<file path="config.mk">
export PLATFORM = sky130hd
export DESIGN_NAME = seq_burst_ctrl
export DESIGN_NICKNAME = d
export VERILOG_FILES = /design/src/rtl/seq_burst_ctrl.sv
export SDC_FILE = /design/constraint.sdc
export NUM_CORES = 1
export LEC_CHECK = 0
export CAP_MARGIN = 20
export CELL_PAD_IN_SITES_DETAIL_PLACEMENT = 0
export CELL_PAD_IN_SITES_GLOBAL_PLACEMENT = 1
export CORE_MARGIN = 8
export CORE_UTILIZATION = 48
export CTS_CLUSTER_DIAMETER = 100
export DETAILED_ROUTE_END_ITERATION = 12
export DONT_BUFFER_PORTS = 1
export GPL_TIMING_DRIVEN = 1
export PLACE_DENSITY_LB_ADDON = 0.25
export SYNTH_ARGS = -nofsm -noshare
export SYNTH_HDL_FRONTEND = slang
export SYNTH_SLANG_ARGS = --single-unit
export TNS_END_PERCENT = 30
</file>
<file path="constraint.sdc">
create_clock -name clk -period 4.8 [get_ports clk]
set_input_delay 0.72 -clock clk [delete_from_list [all_inputs] [get_ports clk]]
set_output_delay 0.72 -clock clk [all_outputs]
set_load 0.01 [all_outputs]
</file>
<file path="src/rtl/seq_burst_ctrl.sv">
// Burst scheduler for two serial pattern generators: accepts burst commands,
// gates exactly one generator, re-times its bits onto a framed stream, then idles.
module seq_burst_ctrl #(
  parameter int LEN_W      = 16,
  parameter int GAP_CYCLES = 4,
  parameter int TIMEOUT    = 4
) (
  input  logic             clk,
  input  logic             rst,
  input  logic             cmd_valid,
  output logic             cmd_ready,
  input  logic             cmd_pattern,
  input  logic [LEN_W-1:0] cmd_len,
  output logic             gen0_ena,
  input  logic             gen0_data,
  input  logic             gen0_valid,
  output logic             gen1_ena,
  input  logic             gen1_data,
  input  logic             gen1_valid,
  output logic             ser_data,
  output logic             ser_valid,
  output logic             ser_sof,
  output logic             ser_eof,
  output logic             busy,
  output logic             done,
  output logic [LEN_W-1:0] bit_cnt,
  output logic             err_timeout
);

  localparam logic [1:0] S_IDLE  = 2'd0;
  localparam logic [1:0] S_RUN   = 2'd1;
  localparam logic [1:0] S_DRAIN = 2'd2;
  localparam logic [1:0] S_GAP   = 2'd3;

  logic [1:0]       state_reg, state_next;
  logic             pattern_reg, pattern_next;
  logic [LEN_W-1:0] len_reg, len_next;
  logic [LEN_W-1:0] ena_cnt_reg, ena_cnt_next;
  logic [LEN_W-1:0] bit_cnt_reg, bit_cnt_next;
  logic [3:0]       miss_reg, miss_next;
  logic [7:0]       gap_reg, gap_next;
  logic             err_reg, err_next;
  logic             done_reg, done_next;
  logic             cmd_ready_reg, busy_reg;
  logic             ser_data_reg, ser_valid_reg, ser_sof_reg, ser_eof_reg;

  logic [1:0] gen_valid_vec, gen_data_vec, ena_vec;
  logic       sel_valid, sel_data;
  logic       accept, active, fwd, count_en, timeout_hit;

  assign gen_valid_vec = {gen1_valid, gen0_valid};
  assign gen_data_vec  = {gen1_data, gen0_data};
  assign sel_valid     = gen_valid_vec[pattern_reg];
  assign sel_data      = gen_data_vec[pattern_reg];

  assign accept   = (state_reg == S_IDLE) && cmd_valid && cmd_ready_reg;
  assign active   = (state_reg == S_RUN) || (state_reg == S_DRAIN);
  assign fwd      = active && sel_valid && (bit_cnt_reg < len_reg);
  // The generator output lags its enable by a cycle, so the first RUN cycle never counts as a miss.
  assign count_en = ((state_reg == S_RUN) && (ena_cnt_reg != '0)) || (state_reg == S_DRAIN);
  assign timeout_hit = count_en && !sel_valid && (miss_reg == 4'(TIMEOUT - 1));

  always_comb begin
    state_next   = state_reg;
    pattern_next = pattern_reg;
    len_next     = len_reg;
    ena_cnt_next = ena_cnt_reg;
    bit_cnt_next = fwd ? bit_cnt_reg + 1'b1 : bit_cnt_reg;
    miss_next    = (count_en && !sel_valid) ? miss_reg + 1'b1 : 4'd0;
    gap_next     = gap_reg;
    err_next     = err_reg;
    done_next    = 1'b0;

    case (state_reg)
      S_IDLE: begin
        if (accept) begin
          pattern_next = cmd_pattern;
          len_next     = cmd_len;
          ena_cnt_next = '0;
          bit_cnt_next = '0;
          miss_next    = 4'd0;
          err_next     = 1'b0;
          if (cmd_len == '0) begin
            state_next = S_GAP;
            gap_next   = 8'(GAP_CYCLES - 1);
            done_next  = 1'b1;
          end else begin
            state_next = S_RUN;
          end
        end
      end
      S_RUN: begin
        ena_cnt_next = ena_cnt_reg + 1'b1;
        if (timeout_hit) begin
          state_next = S_GAP;
          gap_next   = 8'(GAP_CYCLES - 1);
          done_next  = 1'b1;
          err_next   = 1'b1;
        end else if (ena_cnt_reg == len_reg - 1'b1) begin
          state_next = S_DRAIN;
        end
      end
      S_DRAIN: begin
        // bit_cnt reaches len in the same cycle the eof bit is on the output.
        if (bit_cnt_reg == len_reg) begin
          state_next = S_GAP;
          gap_next   = 8'(GAP_CYCLES - 1);
          done_next  = 1'b1;
        end else if (timeout_hit) begin
          state_next = S_GAP;
          gap_next   = 8'(GAP_CYCLES - 1);
          done_next  = 1'b1;
          err_next   = 1'b1;
        end
      end
      default: begin
        if (gap_reg == 8'd0) begin
          state_next = S_IDLE;
        end else begin
          gap_next = gap_reg - 1'b1;
        end
      end
    endcase
  end

  always_ff @(posedge clk) begin
    if (rst) begin
      state_reg     <= S_IDLE;
      pattern_reg   <= 1'b0;
      len_reg       <= '0;
      ena_cnt_reg   <= '0;
      bit_cnt_reg   <= '0;
      miss_reg      <= 4'd0;
      gap_reg       <= 8'd0;
      err_reg       <= 1'b0;
      done_reg      <= 1'b0;
      cmd_ready_reg <= 1'b0;
      busy_reg      <= 1'b0;
      ser_data_reg  <= 1'b0;
      ser_valid_reg <= 1'b0;
      ser_sof_reg   <= 1'b0;
      ser_eof_reg   <= 1'b0;
    end else begin
      state_reg     <= state_next;
      pattern_reg   <= pattern_next;
      len_reg       <= len_next;
      ena_cnt_reg   <= ena_cnt_next;
      bit_cnt_reg   <= bit_cnt_next;
      miss_reg      <= miss_next;
      gap_reg       <= gap_next;
      err_reg       <= err_next;
      done_reg      <= done_next;
      cmd_ready_reg <= (state_next == S_IDLE);
      busy_reg      <= (state_next != S_IDLE);
      ser_data_reg  <= fwd & sel_data;
      ser_valid_reg <= fwd;
      ser_sof_reg   <= fwd && (bit_cnt_reg == '0);
      ser_eof_reg   <= fwd && (bit_cnt_reg == len_reg - 1'b1);
    end
  end

  // Enables look ahead at the next state so they rise the cycle after acceptance.
  for (genvar gi = 0; gi < 2; gi++) begin : g_ena
    logic ena_reg;
    always_ff @(posedge clk) begin
      if (rst) begin
        ena_reg <= 1'b0;
      end else begin
        ena_reg <= (state_next == S_RUN) && (pattern_next == 1'(gi));
      end
    end
    assign ena_vec[gi] = ena_reg;
  end

  assign gen0_ena    = ena_vec[0];
  assign gen1_ena    = ena_vec[1];
  assign cmd_ready   = cmd_ready_reg;
  assign busy        = busy_reg;
  assign done        = done_reg;
  assign bit_cnt     = bit_cnt_reg;
  assign err_timeout = err_reg;
  assign ser_data    = ser_data_reg;
  assign ser_valid   = ser_valid_reg;
  assign ser_sof     = ser_sof_reg;
  assign ser_eof     = ser_eof_reg;

endmodule

</file>
# [After elaboration in Yosys (flattened, before gate mapping)]
# Cells that the tools add are included.
# Widths: inputs -> output; s select.
[classes] n_eq_ne=11 muxes=37 reduce_logical=27 bitwise=2 addsub=5 n_lt_le_gt_ge=2
[ops] op="$mux 16" count=4
[ops] op="$eq 16x16->1" count=3
[ops] op="$mux 8" count=5
[ops] op="$add 16x1->16 const B" count=2
[ops] op="$logic_not 16->1" count=2
[ops] op="$pmux 16 s2" count=1
[ops] op="$pmux 8 s3" count=1
[ops] op="$lt 16x16->1" count=1
[ops] op="$reduce_bool 16->1" count=1
[ops] op="$sub 16x1->16 const B" count=1
[ops] op="$mux 2" count=7
[ops] op="$mux 1" count=13
[ops] op="$mux 4" count=3
[ops] op="$logic_and 1x1->1" count=11
[ops] op="$logic_not 8->1" count=1
[ops] op="$sub 8x1->8 const B" count=1
[ops] op="$pmux 1 s3" count=2
[ops] op="$pmux 2 s3" count=1
[ops] op="$reduce_and 3->1" count=2
[ops] op="$add 4x1->4 const B" count=1
[ops] op="$eq 2x1->1 const B" count=2
[ops] op="$eq 4x2->1 const B" count=1
[ops] op="$logic_not 2->1" count=2
[ops] op="$ne 2x2->1 const B" count=2
[ops] op="11 further kinds" count=14
[word_totals] word_cells=101 out_inout_bits=26 reg_bits=73

# [Longest topological paths before layout]
# Gate-level depths: netlist of the first run.
[logic_depth] depth_word=10 mapped_depth=13

# [Least setup slack after synthesis of the first run]
# OpenSTA, ideal clock, no wires.
[synth_path] path_type="register to register" startpoint="reg len_reg[0]" endpoint="reg g_ena[1].ena_reg (netlist: gen1_ena)" period_less_slack_ps=2514 t_arrival_ps=2398 path_stages_with_launch=12 path_slack_ps=2286 path_buffers=1 cell_sequence="dfxtp_1 buf_4 inv_1 ha_1 or3b_2 xnor2_1 a211oi_1 nand4_1 nor4_2 nand3_2 a21o_1 and4_1"
[synth_via] elab_chain_len=7 elab_cells_between_ends=9 cone_classes="add/sub: 1; eq/ne: 3; mux: 4; reduce/logical: 1"
[synth_lines] item="start: declaration" line_no="37" source="logic [LEN_W-1:0] len_reg, len_next;"
[synth_lines] item="start signal: assignment" line_no="146" source="len_reg <= len_next;"
[synth_lines] item="$sub 16x1->16" line_no="99" source="end else if (ena_cnt_reg == len_reg - 1'b1) begin"
[synth_lines] item="$eq 16x16->1" line_no="99"
[synth_lines] item="$mux 2" line_no="99"
[synth_lines] item="$mux 2" line_no="94" source="if (timeout_hit) begin"
[synth_lines] item="$pmux 2 s3 *" line_no="74" source="case (state_reg)"
[synth_lines] item="$eq 2x1->1 *" line_no="169" source="ena_reg <= (state_next == S_RUN) && (pattern_next == 1'(gi));"
[synth_lines] item="$logic_and 1x1->1 *" line_no="169"
[synth_lines] item="end signal: assignment" line_no="169"
[synth_lines] item="end: declaration" line_no="164" source="logic ena_reg;"
# Every way passes the cells marked *; elsewhere a longest branch is shown, timed or not.
# A chain may end at the register's enable or synchronous reset.

# [Worst setup path after layout of the first run]
[layout_path] startpoint="reg len_reg[5]" endpoint="reg bit_cnt_reg[15] (netlist: bit_cnt[15])"
[layout_via] elab_chain_len=5
[layout_lines] item="$lt 16x16->1 *" line_no="58" source="assign fwd = active && sel_valid && (bit_cnt_reg < len_reg);"
[layout_lines] item="$logic_and 1x1->1 *" line_no="58"
[layout_lines] item="$mux 16 *" line_no="68" source="bit_cnt_next = fwd ? bit_cnt_reg + 1'b1 : bit_cnt_reg;"
[layout_lines] item="$mux 16" line_no="76" source="if (accept) begin"
[layout_lines] item="$mux 16 *" line_no="74"
[layout_lines] item="end signal: assignment" line_no="148" source="bit_cnt_reg <= bit_cnt_next;"
[layout_lines] item="end: declaration" line_no="39" source="logic [LEN_W-1:0] bit_cnt_reg, bit_cnt_next;"
# Marked as above.

==> flow_metrics.py, run 1 <==
metrics = {
    "run_status": {
        "outcome": "complete, no violations",
    },
    "logic_synthesis": {
        "syn-cell-area_sq_um": 4740,
        "synth_top_flop_cell": "dfxtp_1",
        "ys_async_sr_fraction_pct": 0,
        "yosys_warnings": 0,
        "synth_top_area_share_pct": 30.8,
        "synth.top_cells.by_area": "dfxtp_1 31%, ha_1 7.4%, xnor2_1 7.0%",
        "syn_inst": 579,
        "synth-edff-count": 0,
        "yosys.cell_types.count": 67,
        "syn_avg_cell_area_sq_um": 8.19,
        "syn-num-nets": 631,
        "ys_seq_elements": 73,
        "synth_seq_area_share_pct": 30.8,
        "yosysTopAreaCell": "dfxtp_1",
    },
    "sta": {
        "fmax_mhz": 305,
        "rsz0062_at_grt": "no",
        "finalHoldViolations": 0,
        "post-route-period-util_pct": 68.3,
        "hold_slack_ps": 436,
        "setup_viol": 0,
        "maxSlewHeadroom_pct": 40.5,
        "clock_skew_ps": 13.6,
        "fin_setup_tns_ps": 0,
        "period_needed_ps": 3280,
        "slew_viol_final": 0,
        "worst_pin_slew_ps": 884,
    },
    "global_routing": {
        "overflow": 0,
        "grt_start_max_net_pins": 39,
        "grt.total_usage_pct": 19.4,
        "grt_pass1_wl_um": 20400,
        "antenna_found_initial": 0,
        "grt_pass1_vias": 3856,
    },
    "finish": {
        "final_cells": 701,
        "fillCellCount": 927,
        "seqCellArea_sq_um": 1460,
        "n_antenna_cell": 0,
        "layout-drive-gt1-share_pct": 8.10,
        "syn_to_final_growth_pct": 5.07,
        "fin_nets": 615,
        "multiInputGateArea_sq_um": 3010,
    },
    "detailed_routing": {
        "num_vias": 4056,
        "viasPerCell": 5.79,
        "drtIter0Drc": 238,
        "dr.pass1.iters": 4,
        "drtAntennaViolNets": 0,
        "wl_um": 12600,
        "wl_per_cell_um": 18.0,
        "drc_errors": 0,
    },
    "worst_hold_path": {
        "hold_path_class": "in2reg",
    },
    "critical_path": {
        "critPathMaxFanout": 24,
        "crit_type": "reg2reg",
        "reg2reg_slack_ps": 1520,
        "cp_data_required_time_ps": 5070,
        "worst_ep_arrival_time_ps": 3550,
        "crit_path_end_kind": "flop",
        "startpoint_type": "flop",
    },
    "die": {
        "start_util_pct": 48.9,
        "ios": 50,
        "die_h_um": 115,
        "fp.dieW_um": 115,
        "std_cell_rows": 36,
        "dieArea_sq_um": 13300,
        "core_area_sq_um": 9680,
    },
    "power": {
        "vdd.ir_drop.worst_uv": 280,
        "cellPowerDensity_nw_per_um2": 495,
        "p_leak_uw": 0.00182,
    },
    "clock_tree": {
        "postCtsHoldBufs": 0,
        "cts_made_buffers": 9,
        "cts_root_buffer": "clkbuf_8",
        "cts_setup_buffers": 0,
        "clockBufferDepth": 2,
        "cts_max_level": 3,
        "clock_latency_ps": 350,
        "cts_tree": "built",
        "cts_resized": 0,
        "clk_pin_slew_worst_paths_ps": 90,
        "cts.sinks": 73,
    },
    "place": {
        "dp.cells": 685,
        "dpl.hpwl_um": 9590,
        "port_buffers": 0,
        "gp_congestion": 0.850,
    },
    "run": {
        "maxCapViolCount": 0,
    },
}
layout by cell type (no fill, tap or decap), types with 5 or more instances in the layout:
cell type	count
nand2_1	64
nand4_1	19
nor4_1	16
a21oi_1	44
nor3_1	11
or4_1	5
clkbuf_8	9
nor2_1	47
xor2_1	22
o31ai_1	6
dfxtp_1	73
inv_1	31
nor2b_1	7
xnor2_1	38
nand2b_1	5
ha_1	28
and3_1	11
a21o_1	8
nand3_1	20
o21ai_0	19
or3_1	10
report_power, final:
part	leakage (uW)	internal [uW]	switching, uW
clock network	0.000106	293	250
logic	0.00113	480	681
registers	0.000590	662	98.1
total	0.00182	1430	1030
cells in the mapped netlist, types with 4 or more instances:
| library cell | instances |
|---|---|
| and3_1 | 11 |
| a21o_1 | 8 |
| nand3_1 | 20 |
| xor2_1 | 22 |
| o21a_1 | 4 |
| or4_1 | 5 |
| nand2_1 | 64 |
| nor4_1 | 16 |
| nand4_1 | 19 |
| buf_4 | 7 |
| a21oi_1 | 44 |
| o31ai_1 | 6 |
| and2_1 | 4 |
| ha_1 | 28 |
| inv_1 | 31 |
| dfxtp_1 | 73 |
| nor3_1 | 11 |
| nor2_1 | 47 |
| xnor2_1 | 38 |
| nor2b_1 | 7 |
| clkbuf_1 | 13 |
| o21ai_0 | 19 |
| a31o_2 | 4 |
| buf_2 | 4 |
| nand2b_1 | 5 |
| or3_1 | 10 |
critical path, cell delays in order (launching register included):
cell	delay, ps
dfxtp_1	600
inv_1	90
ha_1	300
a21o_1	160
a21o_1	160
a21oi_1	150
nand2_1	70
o21ai_1	350
nand2_1	510
or4_1	650
a21oi_1	140
routing by layer:
layer / up-vias / part of all wire, % / global-route usage (%) / wire length (um)
li1: 2013 / - / - / -
met1: 1941 / 46 / 25.3 / 5850
met2: 90 / 47 / 31.4 / 5930
met3: 12 / 5.7 / 4.52 / 717
met4: 0 / 1.0 / 4.99 / 127
met5: - / 0 / 0 / 0
path summary, 6_finish.rpt:
kind               start           to  cells past startpoint
max           len_reg[5]  bit_cnt[15]                     10
min                  rst   len_reg[5]                      1
max reg2reg   len_reg[5]  bit_cnt[15]                     10
min reg2reg  miss_reg[0]  miss_reg[0]                      1
logic make-up (layout without fill, tap and decap cells):
kind of cell / Yosys count / after routing / synth area share [%]
buffers and inverters: 59 / 48 / 5.65
XOR/XNOR: 62 / 62 / 11.9
adder cells (fa/ha/maj): 28 / 28 / 7.39
flip-flops: 73 / 73 / 30.8
AND/OR/NAND/NOR: 246 / 246 / 29.0
multiplexers: 3 / 3 / 0.634
AO/OA/AOI/OAI: 108 / 108 / 14.5
through the flow:
stage / setup slack, ps / instance area [sq um] / util, % / power, uW
4_1_cts: 1500 / 4980 / 51.4 / 2470
2_1_floorplan: 2290 / 4740 / - / 1690
3_5_place_dp: 1520 / 4760 / 49.2 / 1920
5_1_grt: 1200 / 4980 / 51.4 / 2630
6_report: 1520 / 4980 / 51.4 / 2460
3_3_place_gp: 1700 / 4760 / 49.2 / 1910
area by class of cell:
cell class | count | share of cell area [%]
timing repair buffer | 1 | 0.151
multi-input combinational | 447 | 60.5
clock buffer | 9 | 2.49
clock inverter | 7 | 1.88
sequential | 73 | 29.3
inverter | 31 | 2.34
tap | 133 | 3.34
Power figures use the tool's default switching activity.
==> run 2, diff against run 1 <==
CORE_UTILIZATION = 44   (was 48)
clock period = 2.94 ns   (was 4.8 ns; I/O delays follow)
==> run 2 against run 1 <==
Critical path depth unchanged. Combinational power up 72%. Clock power is 67% higher. Design area up 3.5%. Via count grew 2.1%. Final cell count rose by 4.0%. Clock skew fell by 1.8 ps. Hold slack worse by 290 ps. Die area up 7.8%. Flip-flop and latch count stayed put. Utilization is 3.2 points lower. Critical path type unchanged. Largest cell class unchanged.
==> flow_metrics.py, run 2 (same netlist as run 1, synthesis figures left out) <==
metrics = {
    "run_status": {
        "outcome": "complete, no violations",
    },
    "detailed_routing": {
        "wl_per_cell_um": 18.6,
        "viasPerCell": 5.68,
        "num_vias": 4140,
        "drc_errors": 0,
        "wl_um": 13600,
        "drtIter0Drc": 222,
        "dr.pass1.iters": 5,
        "drtAntennaViolNets": 0,
    },
    "finish": {
        "fin_util_pct": 48.2,
        "fin_nets": 636,
        "final_cell_mix": "73 x dfxtp_1, 64 x nand2_1, 47 x nor2_1",
        "layout-drive-gt1-share_pct": 11.4,
        "final_common_cell": "dfxtp_1",
        "syn_to_final_growth_pct": 8.79,
        "n_antenna_cell": 0,
    },
    "clock_tree": {
        "cts_made_buffers": 9,
        "clock_latency_ps": 350,
        "clk_pin_slew_worst_paths_ps": 80,
        "cts_resized": 0,
        "cts_max_level": 3,
        "cts.sinks": 73,
        "cts_tree": "built",
        "cts_setup_buffers": 0,
        "clockBufferDepth": 2,
        "cts_root_buffer": "clkbuf_8",
        "postCtsHoldBufs": 0,
    },
    "power": {
        "switching_share_pct": 41.1,
        "switching_power_uw": 1700,
        "power_frac_seq_pct": 29.6,
        "vdd.ir_drop.worst_uv": 469,
        "cellPowerDensity_nw_per_um2": 801,
        "combPwrFrac_pct": 48.3,
        "p_int_uw": 2430,
        "p_leak_uw": 0.00194,
        "p_clk_share_pct": 22.0,
    },
    "sta": {
        "post-route-period-util_pct": 94.7,
        "finalHoldViolations": 0,
        "slew_viol_final": 0,
        "maxSlewHeadroom_pct": 60.5,
        "period_needed_ps": 2780,
        "fin_setup_tns_ps": 0,
        "fmax_mhz": 359,
        "clock_skew_ps": 11.8,
        "worst_pin_slew_ps": 593,
        "rsz0062_at_grt": "no",
        "setup_viol": 0,
    },
    "worst_hold_path": {
        "hold_end": "len_reg[10]",
        "hold_path_class": "in2reg",
        "hp-start": "rst",
        "hold_depth": 1,
    },
    "critical_path": {
        "startpoint_type": "flop",
        "crit_type": "reg2reg",
        "critPathMaxFanout": 5,
        "r2r-start": "len_reg[1]",
        "cp_data_required_time_ps": 3180,
        "worst_ep_arrival_time_ps": 3030,
        "crit_path_end_kind": "flop",
        "reg2reg_slack_ps": 160,
        "r2r_end": "gen1_ena",
        "reg2reg_depth": 10,
    },
    "die": {
        "core_area_sq_um": 10700,
        "die_h_um": 120,
        "dieArea_sq_um": 14300,
        "start_util_pct": 44.3,
        "ios": 50,
        "fp.dieW_um": 120,
        "std_cell_rows": 38,
    },
    "global_routing": {
        "grt_start_max_net_pins": 39,
        "overflow": 0,
        "antenna_found_initial": 0,
        "grt.total_usage_pct": 18.9,
        "grt_pass1_vias": 3994,
        "grt_pass1_wl_um": 21700,
    },
    "place": {
        "gp_congestion": 0.870,
        "port_buffers": 0,
        "dpl.hpwl_um": 10500,
    },
    "run": {
        "maxCapViolCount": 0,
    },
}
[run 2: cell count changes in the layout (fill, tap and decap cells not counted), sizes merged]
cell,change
buf,+21
clkinvlp,-1
clkbuf,+1
[run 2: power by group through the flow]
stage	combinational, uW	sequential [uW]	clock [uW]
floorplan	1590	1180	0
global placement	1950	1250	0
detailed placement	1960	1250	0
CTS	1970	1220	936
global route	2180	1240	973
finish	2000	1220	909
[run 2: critical path, stage by stage, from the launching register on]
cell and delay, ps:
dfxtp_1 310, inv_1 80, ha_1 260, or3b_2 520, xnor2_1 150, a211oi_1 210
nand4_1 210, nor4_2 400, nand3_2 160, a21o_1 190, and4_1 190
[run 2: stage by stage]
stage | power (uW) | setup slack [ps] | hold slack (ps) | cells | cell area (sq um)
3_3_place_gp | 3190 | 224 | 430 | 713 | 4930
6_report | 4130 | 156 | 149 | 729 | 5160
5_1_grt | 4390 | 3.92 | 119 | 729 | 5160
3_5_place_dp | 3210 | 221 | 440 | 713 | 4930
4_1_cts | 4140 | 207 | 127 | 729 | 5160
2_1_floorplan | 2760 | 426 | 418 | 579 | 4740
[run 2: worst max path at each step]
stage / from / to / cells after the start
after global placement: len_reg[1] / cmd_ready / 10
after CTS: len_reg[8] / bit_cnt[15] / 11
after global routing: len_reg[8] / bit_cnt[15] / 11
after floorplan: len_reg[0] / gen1_ena / 11
final: len_reg[1] / gen1_ena / 10
after detailed placement: len_reg[1] / gen1_ena / 10
[run 2: layer usage]
layer  GRT usage [%]  wire length, um
met5               0                0
met3            4.27              745
met2            30.8             6370
met4            4.45              109
met1            24.7             6330
[run 2: layout make-up]
| type | count | area [sq um] |
|---|---|---|
| inverter | 31 | 116 |
| fill | 1077 | 5540 |
| sequential | 73 | 1460 |
| timing repair buffer | 22 | 165 |
| multi-input combinational | 447 | 3010 |
| tap | 140 | 175 |
| clock buffer | 10 | 138 |
| clock inverter | 6 | 90.1 |
==> run 3, diff against run 2 <==
CELL_PAD_IN_SITES_DETAIL_PLACEMENT = 1   (was 0)
CORE_UTILIZATION = 39   (was 44)
DONT_BUFFER_PORTS = unset   (was 1)
==> run 3 against run 2 <==
Design area grew 14%. Wire length grew 14%. Highest routed layer unchanged. Critical endpoint is now gap_reg[6]. Clock-buffer cell count grew 3. Critical path type is now in2reg.
==> flow_metrics.py, run 3 (same netlist as run 1, synthesis figures left out) <==
metrics = {
    "critical_path": {
        "cp-startpoint": "cmd_len[13]",
        "critPathBufInv": 1,
        "slowest_stage": "nor4_1",
        "worstPathCellList": "clkdlybuf4s50_1 > nor4_1 > and3_1 > nand3_1 > a21oi_2 > nand2_1 > nor4_1 > xnor2_1 > nor2_1",
        "cp_common_cell": "nor4_1",
        "cp_data_required_time_ps": 3170,
        "critPathMaxFanout": 6,
        "r2r-start": "state_reg[0]",
        "slowest_delay_ps": 610,
        "crit_type": "in2reg",
        "r2r_end": "gap_reg[6]",
        "reg2reg_depth": 10,
        "crit_path_end_kind": "flop",
        "startpoint_type": "input port",
        "reg2reg_slack_ps": 200,
        "cp_top_family": "simple AND/OR/NAND/NOR gates",
        "worst_ep_arrival_time_ps": 2980,
    },
    "worst_hold_path": {
        "hold_path_class": "reg2reg",
        "hp-start": "miss_reg[0]",
        "hold_depth": 1,
        "hold_end": "miss_reg[0]",
    },
    "place": {
        "dpl.hpwl_um": 11900,
        "gp_congestion": 0.849,
        "port_buffers": 49,
    },
    "clock_tree": {
        "clock_latency_ps": 340,
        "cts_tree": "built",
        "cts.sinks": 73,
        "clockBufferDepth": 2,
        "cts_max_level": 3,
        "cts_setup_buffers": 0,
        "cts_root_buffer": "clkbuf_16",
        "cts_made_buffers": 9,
        "clk_pin_slew_worst_paths_ps": 60,
    },
    "sta": {
        "slew_viol_final": 0,
        "post-route-period-util_pct": 93.5,
        "worst_pin_slew_ps": 665,
        "clock_skew_ps": 7.56,
        "period_needed_ps": 2750,
        "fin_setup_tns_ps": 0,
        "rsz0062_at_grt": "no",
        "finalHoldViolations": 0,
        "maxSlewHeadroom_pct": 55.3,
        "fmax_mhz": 364,
        "setup_viol": 0,
    },
    "global_routing": {
        "grt_pass1_vias": 4822,
        "antenna_found_initial": 0,
        "overflow": 0,
        "grt.total_usage_pct": 19.7,
        "grt_start_max_net_pins": 22,
        "grt_pass1_wl_um": 25300,
    },
    "power": {
        "vdd.ir_drop.worst_uv": 329,
        "power_uw": 4740,
        "cellPowerDensity_nw_per_um2": 808,
        "p_leak_uw": 0.00223,
    },
    "die": {
        "ios": 50,
        "fp.dieW_um": 126,
        "dieArea_sq_um": 15900,
        "start_util_pct": 39.6,
        "core_area_sq_um": 12000,
        "die_h_um": 126,
        "std_cell_rows": 40,
    },
    "detailed_routing": {
        "drtAntennaViolNets": 0,
        "num_vias": 4479,
        "wl_per_cell_um": 19.4,
        "drc_errors": 0,
        "dr.pass1.iters": 4,
        "viasPerCell": 5.63,
        "drtIter0Drc": 201,
        "wl_um": 15400,
    },
    "finish": {
        "layout-drive-gt1-share_pct": 12.3,
        "n_antenna_cell": 0,
        "fin_nets": 695,
        "syn_to_final_growth_pct": 23.8,
        "final_common_cell": "dfxtp_1",
        "final_cell_mix": "72 x dfxtp_1, 63 x nand2_1, 49 x clkdlybuf4s50_1",
    },
    "run_status": {
        "outcome": "complete, no violations",
    },
    "run": {
        "maxCapViolCount": 0,
    },
}
## run 3: cell count changes in the layout (fill, tap and decap cells not counted), moves of 6 or more
cell	previous run	this run
buf_4	22	32
clkdlybuf4s50_1	0	49
clkbuf_8	10	4
clkbuf_16	0	9
## run 3: worst max path at each step
stage                       endpoint  depth (start not counted)
after floorplan             gen1_ena                         11
after CTS                  cmd_ready                         10
after global placement    gap_reg[5]                          9
final                     gap_reg[6]                          9
after global routing      gap_reg[6]                         10
after detailed placement  gap_reg[6]                          9
## run 3: layout make-up
cell class / count / area [sq um]
well taps: 147 / 184
clock buffers: 13 / 280
multi-input cells: 447 / 3020
clock inverters: 3 / 68.8
inverters: 31 / 116
repair buffers: 81 / 731
fillers: 1407 / 6090
flip-flops and latches: 73 / 1460
## run 3: routing by layer
metal  part of all wire (%)  vias to the layer above  GRT usage (%)
li1                       -                     2179              -
met1                     44                     2189           23.8
met2                     49                       85           34.4
met3                    3.9                       26           3.54
met4                    2.7                        0           7.01
met5                      0                        -              0
## run 3: through the flow
stage	std cells	worst slack (ps)	hold WS, ps	cell area (sq um)	util (%)
3_5_place_dp	779	-136	439	5500	46.0
5_1_grt	795	23.1	478	5870	49.0
2_1_floorplan	579	426	418	4740	-
6_report	795	191	448	5870	49.0
4_1_cts	795	105	453	5850	48.9
3_3_place_gp	779	-118	429	5500	46.0
## run 3: power breakdown
part           switching (uW)  total, uW  internal [uW]
logic                    1300       2260            964
registers                 110       1190           1080
clock network             445       1280            840
## run 3: timing repair
action	in CTS	in global routing
resized for setup	0	4
hold buffers	0	0
endpoints found under the setup margin	0	11
